**src/rtl/div_arbiter.sv**
```systemverilog
// div_arbiter: round-robin sharing of one iterative divider among one-deep request slots,
// with a zero-divisor bypass and a WAIT timeout that forces an error response.
module div_arbiter #(
    parameter int REQUESTERS  = 4,
    parameter int WIDTH       = 32,
    parameter int DIV_TIMEOUT = 63
) (
    input  logic                                 clk,
    input  logic                                 rst,
    input  logic [REQUESTERS-1:0]                req_valid,
    output logic [REQUESTERS-1:0]                req_ready,
    input  logic [REQUESTERS-1:0][WIDTH-1:0]     req_dividend,
    input  logic [REQUESTERS-1:0][WIDTH-1:0]     req_divisor,
    output logic [REQUESTERS-1:0]                resp_valid,
    output logic [WIDTH-1:0]                     resp_quotient,
    output logic [WIDTH-1:0]                     resp_remainder,
    output logic                                 resp_error,
    output logic [WIDTH-1:0]                     div_dividend,
    output logic [WIDTH-1:0]                     div_divisor,
    output logic                                 div_in_valid,
    input  logic [WIDTH-1:0]                     div_quotient,
    input  logic [WIDTH-1:0]                     div_remainder,
    input  logic                                 div_out_valid,
    input  logic                                 div_busy
);
    localparam int IW = $clog2(REQUESTERS);
    localparam int CW = $clog2(DIV_TIMEOUT + 1);

    typedef enum logic [1:0] {IDLE, ISSUE, WAIT, RESP} state_t;

    state_t                            r_state, w_next;
    logic [REQUESTERS-1:0]             r_pending;
    logic [REQUESTERS-1:0][WIDTH-1:0]  r_dividend, r_divisor;
    logic [IW-1:0]                     r_rr_ptr, r_grant, w_pick;
    logic [CW-1:0]                     r_cnt;
    logic                              w_found, w_zero, w_timeout;

    // Descending scan so the slot closest to rr_ptr is the last (winning) assignment.
    always_comb begin
        w_pick  = '0;
        w_found = 1'b0;
        for (int k = REQUESTERS - 1; k >= 0; k--) begin
            if (r_pending[(int'(r_rr_ptr) + k) % REQUESTERS]) begin
                w_pick  = IW'((int'(r_rr_ptr) + k) % REQUESTERS);
                w_found = 1'b1;
            end
        end
    end

    assign w_zero       = r_divisor[w_pick] == '0;
    assign w_timeout    = r_cnt == CW'(DIV_TIMEOUT);
    assign req_ready    = ~r_pending;
    assign div_in_valid = (r_state == ISSUE) && !div_busy;
    assign resp_valid   = (r_state == RESP) ? {{(REQUESTERS-1){1'b0}}, 1'b1} << r_grant : '0;

    always_ff @(posedge clk or posedge rst) begin
        if (rst) r_state <= IDLE;
        else     r_state <= w_next;
    end

    always_comb begin
        w_next = r_state;
        case (r_state)
            IDLE:  w_next = w_found ? (w_zero ? RESP : ISSUE) : IDLE;
            ISSUE: w_next = div_busy ? ISSUE : WAIT;
            WAIT:  w_next = (div_out_valid || w_timeout) ? RESP : WAIT;
            RESP:  w_next = IDLE;
            default: w_next = IDLE;
        endcase
    end

    always_ff @(posedge clk or posedge rst) begin
        if (rst) begin
            r_pending      <= '0;
            r_dividend     <= '0;
            r_divisor      <= '0;
            r_rr_ptr       <= '0;
            r_grant        <= '0;
            r_cnt          <= '0;
            resp_quotient  <= '0;
            resp_remainder <= '0;
            resp_error     <= 1'b0;
            div_dividend   <= '0;
            div_divisor    <= '0;
        end else begin
            for (int i = 0; i < REQUESTERS; i++) begin
                if (r_state == RESP && r_grant == IW'(i)) begin
                    r_pending[i] <= 1'b0;
                end else if (req_valid[i] && !r_pending[i]) begin
                    r_pending[i]  <= 1'b1;
                    r_dividend[i] <= req_dividend[i];
                    r_divisor[i]  <= req_divisor[i];
                end
            end
            r_cnt <= (r_state == WAIT) ? r_cnt + 1'b1 : '0;
            if (r_state == IDLE && w_found) begin
                r_grant  <= w_pick;
                r_rr_ptr <= IW'((int'(w_pick) + 1) % REQUESTERS);
                if (w_zero) begin
                    resp_quotient  <= '1;
                    resp_remainder <= r_dividend[w_pick];
                    resp_error     <= 1'b0;
                end else begin
                    div_dividend <= r_dividend[w_pick];
                    div_divisor  <= r_divisor[w_pick];
                end
            end
            if (r_state == WAIT && div_out_valid) begin
                resp_quotient  <= div_quotient;
                resp_remainder <= div_remainder;
                resp_error     <= 1'b0;
            end else if (r_state == WAIT && w_timeout) begin
                resp_quotient  <= '0;
                resp_remainder <= '0;
                resp_error     <= 1'b1;
            end
        end
    end
endmodule

```
**config.mk**
```make
export PLATFORM = sky130hd
export DESIGN_NAME = div_arbiter
export DESIGN_NICKNAME = d
export VERILOG_FILES = /design/src/rtl/div_arbiter.sv
export SDC_FILE = /design/constraint.sdc
export NUM_CORES = 1
export LEC_CHECK = 0
export CAP_MARGIN = 20
export CORE_AREA = 2 2 182 184
export CTS_BUF_LIST = sky130_fd_sc_hd__clkbuf_8
export DETAILED_ROUTE_END_ITERATION = 16
export DIE_AREA = 0 0 184 186
export DONT_BUFFER_PORTS = 1
export PLACE_DENSITY = 0.71
export SLEW_MARGIN = 15
export SYNTH_ARGS = -nofsm -noshare
export SYNTH_HDL_FRONTEND = slang
export SYNTH_SLANG_ARGS = --single-unit
```
**constraint.sdc**
```tcl
create_clock -name clk -period 13.9 [get_ports clk]
set_input_delay 0.695 -clock clk [delete_from_list [all_inputs] [get_ports clk]]
set_output_delay 0.695 -clock clk [all_outputs]
set_load 0.01 [all_outputs]
```
==> impl_metrics.env, run 1 <==
export IMPL_status="finished, final reports clean"
export IMPL_crit_top_cell="buf_4"
export IMPL_synthFlopType="dfrtp_1"
export IMPL_track_usage_pct=30.7
export IMPL_cts_buffers=69
export IMPL_grt_pass1_wl_mm=78.3
export IMPL_synth_warnings=0
export IMPL_tightest_slew_ns=1.08
export IMPL_ir_drop_mv=0.159
export IMPL_synth_top_cell_area_share_pct=55.7
export IMPL_syn_avg_cell_area_um2=11.8
export IMPL_setup_viol=0
export IMPL_routed_wl_mm=53.8
export IMPL_finalHoldViolCount=0
export IMPL_die_height_um=186
export IMPL_wire_per_inst_um=27.2
export IMPL_synth_async_sr_flop_share_pct=100
export IMPL_cts_tree="built"
export IMPL_crit_chain="nor2_1 -> a211o_2 -> buf_4 -> nand2_4 -> buf_4 -> a211oi_1 -> o22ai_1 -> nor4_1 -> and4_4 -> and2_1 -> o31a_1"
export IMPL_drive_gt1_share_pct=28.8
export IMPL_critPathLaunchType="flip-flop"
export IMPL_endpoint_kind="flip-flop"
export IMPL_num_vias=12700
export IMPL_rsz0062_at_grt="false"
export IMPL_gp_congestion=0.923
export IMPL_cts_root_buf="clkbuf_8"
export IMPL_die_w_um=184
export IMPL_drv_slew=0
export IMPL_synth_seq_area_share_pct=55.7
export IMPL_grt_pass1_vias=12700
export IMPL_hp_class="primary input to async pin"
export IMPL_via_per_inst=6.45
export IMPL_critPathKind="flip-flop to flip-flop"
export IMPL_postCtsSetupRepairBufs=0
export IMPL_nets=1820
export IMPL_ys_seq_elements=401
export IMPL_clock_sinks=401
export IMPL_clk_latency_ns=0.61
export IMPL_drtAntennaViolNets=0
export IMPL_cts_buffer_depth=3
export IMPL_grt_max_degree=181
export IMPL_initial_core_util_pct=55.9
export IMPL_syn_area_um2=18000
export IMPL_crit_fanout=99
export IMPL_dp_hpwl_mm=36.3
export IMPL_drt_iter0_markers=912
export IMPL_arrival_ns=5.88
export IMPL_netlist_instances=1531
export IMPL_port_buffers=0
export IMPL_grt_ovfl_total=0
export IMPL_critPathSlowestCell="and4_4"
export IMPL_synth_cell_types=40
export IMPL_cts_max_level=3
export IMPL_synth_top_cell_by_area="dfrtp_1"
export IMPL_cp_required_ns=14.44
export IMPL_routed_top_layer="met5"
export IMPL_wl_met1_mm=19.4
export IMPL_drcViolationCount=0
export IMPL_io_pins=466
export IMPL_skew_ns=0.0196
export IMPL_powerDensity_nw_per_um2=281
export IMPL_antenna_found_initial=36
export IMPL_dieArea_um2=34200
export IMPL_cp_slowest_stage_delay_ns=1.01
export IMPL_ctsHoldBuffers=0
export IMPL_netlist_top_cells_area="dfrtp_1 (56%), mux2_2 (16%), and3_1 (3.4%)"
export IMPL_p_leak_nw=8.80
export IMPL_cap_violations=0
export IMPL_power_mw=5.54
export IMPL_coreArea_um2=32200
export IMPL_cts_resized=0
export IMPL_fin_tns_setup_ns=0
export IMPL_wl_met3_mm=5.28
export IMPL_fillers=2570
export IMPL_max_slew_margin_rel_pct=28.1
export IMPL_period_needed_ns=5.34
export IMPL_route_met2_wl_mm=26.5
export IMPL_timing_final_crit_share_pct=38.4
export IMPL_clkTransAtPathRegs_ns=0.06
export IMPL_first_pass_iters=6
export IMPL_syn_nets=1860
export IMPL_synth_edf_count=0
export IMPL_syn_to_final_growth_pct=9.33
export IMPL_std_cell_rows=66
export IMPL_fmaxAchievable_ghz=0.187
-- through the flow --
step / hold WS, ns / instance area [um^2] / setup slack (ns) / util, % / cells
finish: 0.148 / 19700 / 8.56 / 61.2 / 1974
detailed placement: 0.463 / 18200 / 8.69 / 56.5 / 1828
global placement: 0.446 / 18200 / 8.79 / 56.5 / 1828
CTS: 0.172 / 19600 / 8.62 / 61.0 / 1952
floorplan: 0.433 / 18000 / 2.05 / - / 1531
global route: 0.187 / 19700 / 8.26 / 61.1 / 1971
-- power breakdown --
group | internal [mW] | switching, mW | total, mW
logic | 0.951 | 1.24 | 2.19
clock network | 0.623 | 0.485 | 1.11
registers | 1.74 | 0.505 | 2.25
-- flip-flops by register name, indices dropped and copies added, names as in the netlist --
register and cells:
r_state 2, r_dividend 128, div_divisor 32, resp_quotient 32, r_divisor 128, r_grant 2, r_cnt 6, resp_remainder 32
r_rr_ptr 2, r_pending 4, resp_error 1, div_dividend 32
-- cell usage in the layout (no fill, tap or decap), types with 2 or more instances in the layout --
cell type / instances
o22ai_1: 17
nor2b_1: 3
diode_2: 22
nand2_2: 2
buf_4: 15
inv_1: 26
xnor2_1: 4
and3_1: 98
dfrtp_1: 401
o21ai_0: 36
clkinvlp_4: 3
clkinv_2: 7
and2_1: 3
nand2_4: 2
nand3_4: 2
nor3b_1: 17
a31oi_1: 32
and2_4: 2
o41ai_1: 32
nand2_1: 137
a211oi_1: 80
o31a_1: 17
mux2_4: 30
nor2_4: 2
nor2_1: 85
bufinv_16: 2
a21oi_1: 94
clkbuf_8: 91
nor4_1: 4
nand3_1: 2
mux2_2: 258
nand2b_1: 2
a21oi_2: 20
-- critical path, delay by kind of cell, from the launching register on --
kind	cells	cell delay (ns)
and+or+nand+nor	5	2.74
AOI/OAI and AO/OA	4	1.06
DFF	1	0.44
buffers and inverters	2	0.93
-- final cells by class --
cell class | instances | area (um^2) | share of cell area [%]
timing repair buffer | 17 | 144 | 0.731
clock inverter | 33 | 201 | 1.02
tap | 408 | 510 | 2.59
sequential | 401 | 10000 | 50.9
clock buffer | 91 | 1250 | 6.36
inverter | 7 | 33.8 | 0.172
antenna | 22 | 55.1 | 0.280
multi-input combinational | 995 | 7460 | 37.9
-- path summary, 6_finish.rpt --
| check | slack (ns) | cells after the start | endpoint | from |
|---|---|---|---|---|
| max | 8.56 | 11 | resp_remainder[19]$_DFFE_PP0P_ | r_pending[0]$_DFFE_PP0P_ |
| min | 0.15 | 1 | r_pending[2]$_DFFE_PP0P_ | rst |
| max reg2reg | 8.56 | 11 | resp_remainder[19]$_DFFE_PP0P_ | r_pending[0]$_DFFE_PP0P_ |
| min reg2reg | 0.47 | 1 | r_cnt[0]$_DFF_PP0_ | r_cnt[0]$_DFF_PP0_ |
| max in group asynchronous | 12.14 | 2 | r_divisor[1]$_DFFE_PP0P_ | rst |
| min in group clk | 0.23 | 2 | r_pending[2]$_DFFE_PP0P_ | req_valid[2] |
-- routing by layer --
metal,vias to the layer above,global-route usage (%)
met2,610,50.6
met3,161,12.4
met4,28,15.5
met5,-,0
li1,5482,-
met1,6457,34.6
-- kinds of logic after synthesis --
group           share of synthesized area (%)
mux                                      18.7
fa+ha+maj                              0.0694
buf+inv                                  3.38
flops                                    55.7
simple gates                             9.66
compound gates                           12.3
xor+xnor                                0.243
-- cells in the mapped netlist, types with 2 or more instances --
master / number
nand2b_1: 2
nand3_1: 4
and2_1: 5
inv_1: 7
clkbuf_1: 94
o31a_1: 17
o41ai_1: 32
buf_4: 4
nor2_1: 86
a211oi_1: 80
dfrtp_1: 401
nor3b_1: 18
buf_6: 9
a21oi_2: 20
a31oi_1: 32
nor4_1: 4
o21ai_0: 36
mux2_4: 30
nand2_1: 141
a21oi_1: 94
buf_1: 6
and3_1: 98
o22ai_1: 17
buf_2: 15
a211o_1: 2
nor2b_1: 3
xnor2_1: 4
mux2_2: 258
Note: power is estimated with default switching activity, not from simulation.
==> run 2: changes to the inputs <==
- clock period: 13.9 -> 5.11 ns (I/O delays scaled with it)
==> impl_metrics.env, run 2 (synthesized netlist as in run 1, its figures left out) <==
export IMPL_cp_required_ns=5.62
export IMPL_die_w_um=184
export IMPL_dp_hpwl_mm=36.7
export IMPL_die_height_um=186
export IMPL_critPathSlowestCell="a211oi_1"
export IMPL_initial_core_util_pct=55.9
export IMPL_grt_max_degree=165
export IMPL_p_leak_nw=10.1
export IMPL_grt_pass1_vias=15300
export IMPL_rsz0062_at_grt="false"
export IMPL_whs_ns=0.0545
export IMPL_postCtsSetupRepairBufs=0
export IMPL_grt_ovfl_total=0
export IMPL_first_pass_iters=5
export IMPL_finalHoldViolCount=0
export IMPL_dieArea_um2=34200
export IMPL_hp_class="primary input to flip-flop"
export IMPL_setup_viol=0
export IMPL_fmaxAchievable_ghz=0.213
export IMPL_track_usage_pct=34.9
export IMPL_switching_share_pct=41.8
export IMPL_hold_depth=3
export IMPL_ctsHoldBuffers=325
export IMPL_cts_root_buf="clkbuf_8"
export IMPL_drcViolationCount=0
export IMPL_grt_pass1_wl_mm=90.0
export IMPL_p_sw_mw=6.44
export IMPL_gp_congestion=0.878
export IMPL_crit_buf_inv=1
export IMPL_period_needed_ns=4.70
export IMPL_cts_buffers=68
export IMPL_pwr_share_seq_pct=40.4
export IMPL_final_common_cell="dfrtp_1"
export IMPL_drt_iter0_markers=1145
export IMPL_dpl_instance_area_um2=18200
export IMPL_syn_to_final_growth_pct=26.7
export IMPL_max_slew_margin_rel_pct=24.1
export IMPL_routed_wl_mm=61.1
export IMPL_fin_tns_setup_ns=0
export IMPL_clk_latency_ns=0.60
export IMPL_tightest_slew_ns=1.14
export IMPL_path_delay_family="simple AND/OR/NAND/NOR gates"
export IMPL_clkTransAtPathRegs_ns=0.06
export IMPL_cts_buffer_depth=3
export IMPL_io_pins=466
export IMPL_wire_per_inst_um=26.7
export IMPL_dpl_worst_slack_ns=0.486
export IMPL_largestRegisters="r_dividend: 128 flops, r_divisor: 128 flops"
export IMPL_drv_slew=0
export IMPL_final_area_um2=22800
export IMPL_pwr_share_comb_pct=41.6
export IMPL_ir_drop_mv=0.395
export IMPL_drive_gt1_share_pct=23.6
export IMPL_clkPwrFrac_pct=18.1
export IMPL_timing_final_crit_share_pct=92.0
export IMPL_final_cell_mix="dfrtp_1 (401), dlygate4sd3_1 (325), mux2_2 (258)"
export IMPL_clock_sinks=401
export IMPL_powerDensity_nw_per_um2=676
export IMPL_cp_slowest_stage_delay_ns=0.65
export IMPL_crit_chain="nor2_1 -> a211o_2 -> nand2_4 -> a211oi_1 -> o22ai_1 -> nor4_1 -> and4_4 -> nand2_2 -> buf_4 -> a21oi_1"
export IMPL_cts_resized=0
export IMPL_nets=2151
export IMPL_via_per_inst=6.39
export IMPL_p_int_mw=8.97
export IMPL_skew_ns=0.0337
export IMPL_fin_ws_ns=0.411
export IMPL_critPathKind="flip-flop to flip-flop"
export IMPL_cap_violations=0
export IMPL_num_vias=14600
export IMPL_drtAntennaViolNets=0
export IMPL_power_mw=15.4
export IMPL_status="finished, final reports clean"
export IMPL_port_buffers=0
export IMPL_endpoint_kind="flip-flop"
export IMPL_worstHoldStart="div_remainder[11]"
export IMPL_cts_max_level=3
export IMPL_arrival_ns=5.21
export IMPL_fillers=2115
export IMPL_antenna_found_initial=14
export IMPL_coreArea_um2=32200
export IMPL_cts_tree="built"
export IMPL_crit_start="r_pending[0]$_DFFE_PP0P_"
export IMPL_std_cell_rows=66
export IMPL_r2r_cells=10
export IMPL_cp_depth=10
export IMPL_critPathLaunchType="flip-flop"
export IMPL_r2r_start="r_pending[0]$_DFFE_PP0P_"
export IMPL_crit_fanout=57
==> run 2: metrics by stage <==
stage	cells	util, %
CTS	2275	70.7
global route	2289	70.8
detailed placement	1835	56.6
floorplan	1531	-
global placement	1835	56.6
finish	2291	70.9
==> run 2: cell type report <==
type                            instances  area, um^2  share of cell area (%)
Antenna cell                           16        40.0                   0.175
Clock buffer                           79        1090                    4.76
Clock inverter                         36         194                   0.850
Inverter                                7        30.0                   0.132
Multi-Input combinational cell        995        7460                    32.7
Sequential cell                       401       10000                    44.0
Tap cell                              408         510                    2.24
Timing Repair Buffer                  349        3460                    15.2
==> run 2: power groups by stage <==
stage	logic (mW)	clock network (mW)	registers, mW
after floorplan	4.59	0	5.63
after global placement	5.79	0	6.10
after detailed placement	5.97	0	6.14
after CTS	6.20	2.80	6.10
after global routing	6.84	2.95	6.36
final	6.41	2.78	6.23
==> run 2: worst min-delay path, stage by stage <==
cell and delay [ns]:
a21oi_1 0.08, a21oi_1 0.13, o31a_1 0.13
==> run 2: final timing paths <==
check | end | slack (ns)
setup / recovery | resp_quotient[26]$_DFFE_PP0P_ | 0.41
hold / removal | resp_remainder[11]$_DFFE_PP0P_ | 0.05
setup reg to reg | resp_quotient[26]$_DFFE_PP0P_ | 0.41
hold reg to reg | r_cnt[0]$_DFF_PP0_ | 0.47
max in group asynchronous | r_dividend[104]$_DFFE_PP0P_ | 3.55
min in group asynchronous | r_grant[1]$_DFFE_PP0P_ | 0.22
==> run 2: layer usage <==
layer | GRT usage, % | vias up | share of wire (%)
li1 | - | 6154 | -
met2 | 59.7 | 928 | 50
met1 | 38.5 | 7332 | 35
met5 | 0 | - | 0
met3 | 10.3 | 216 | 9.1
met4 | 21.4 | 0 | 5.8
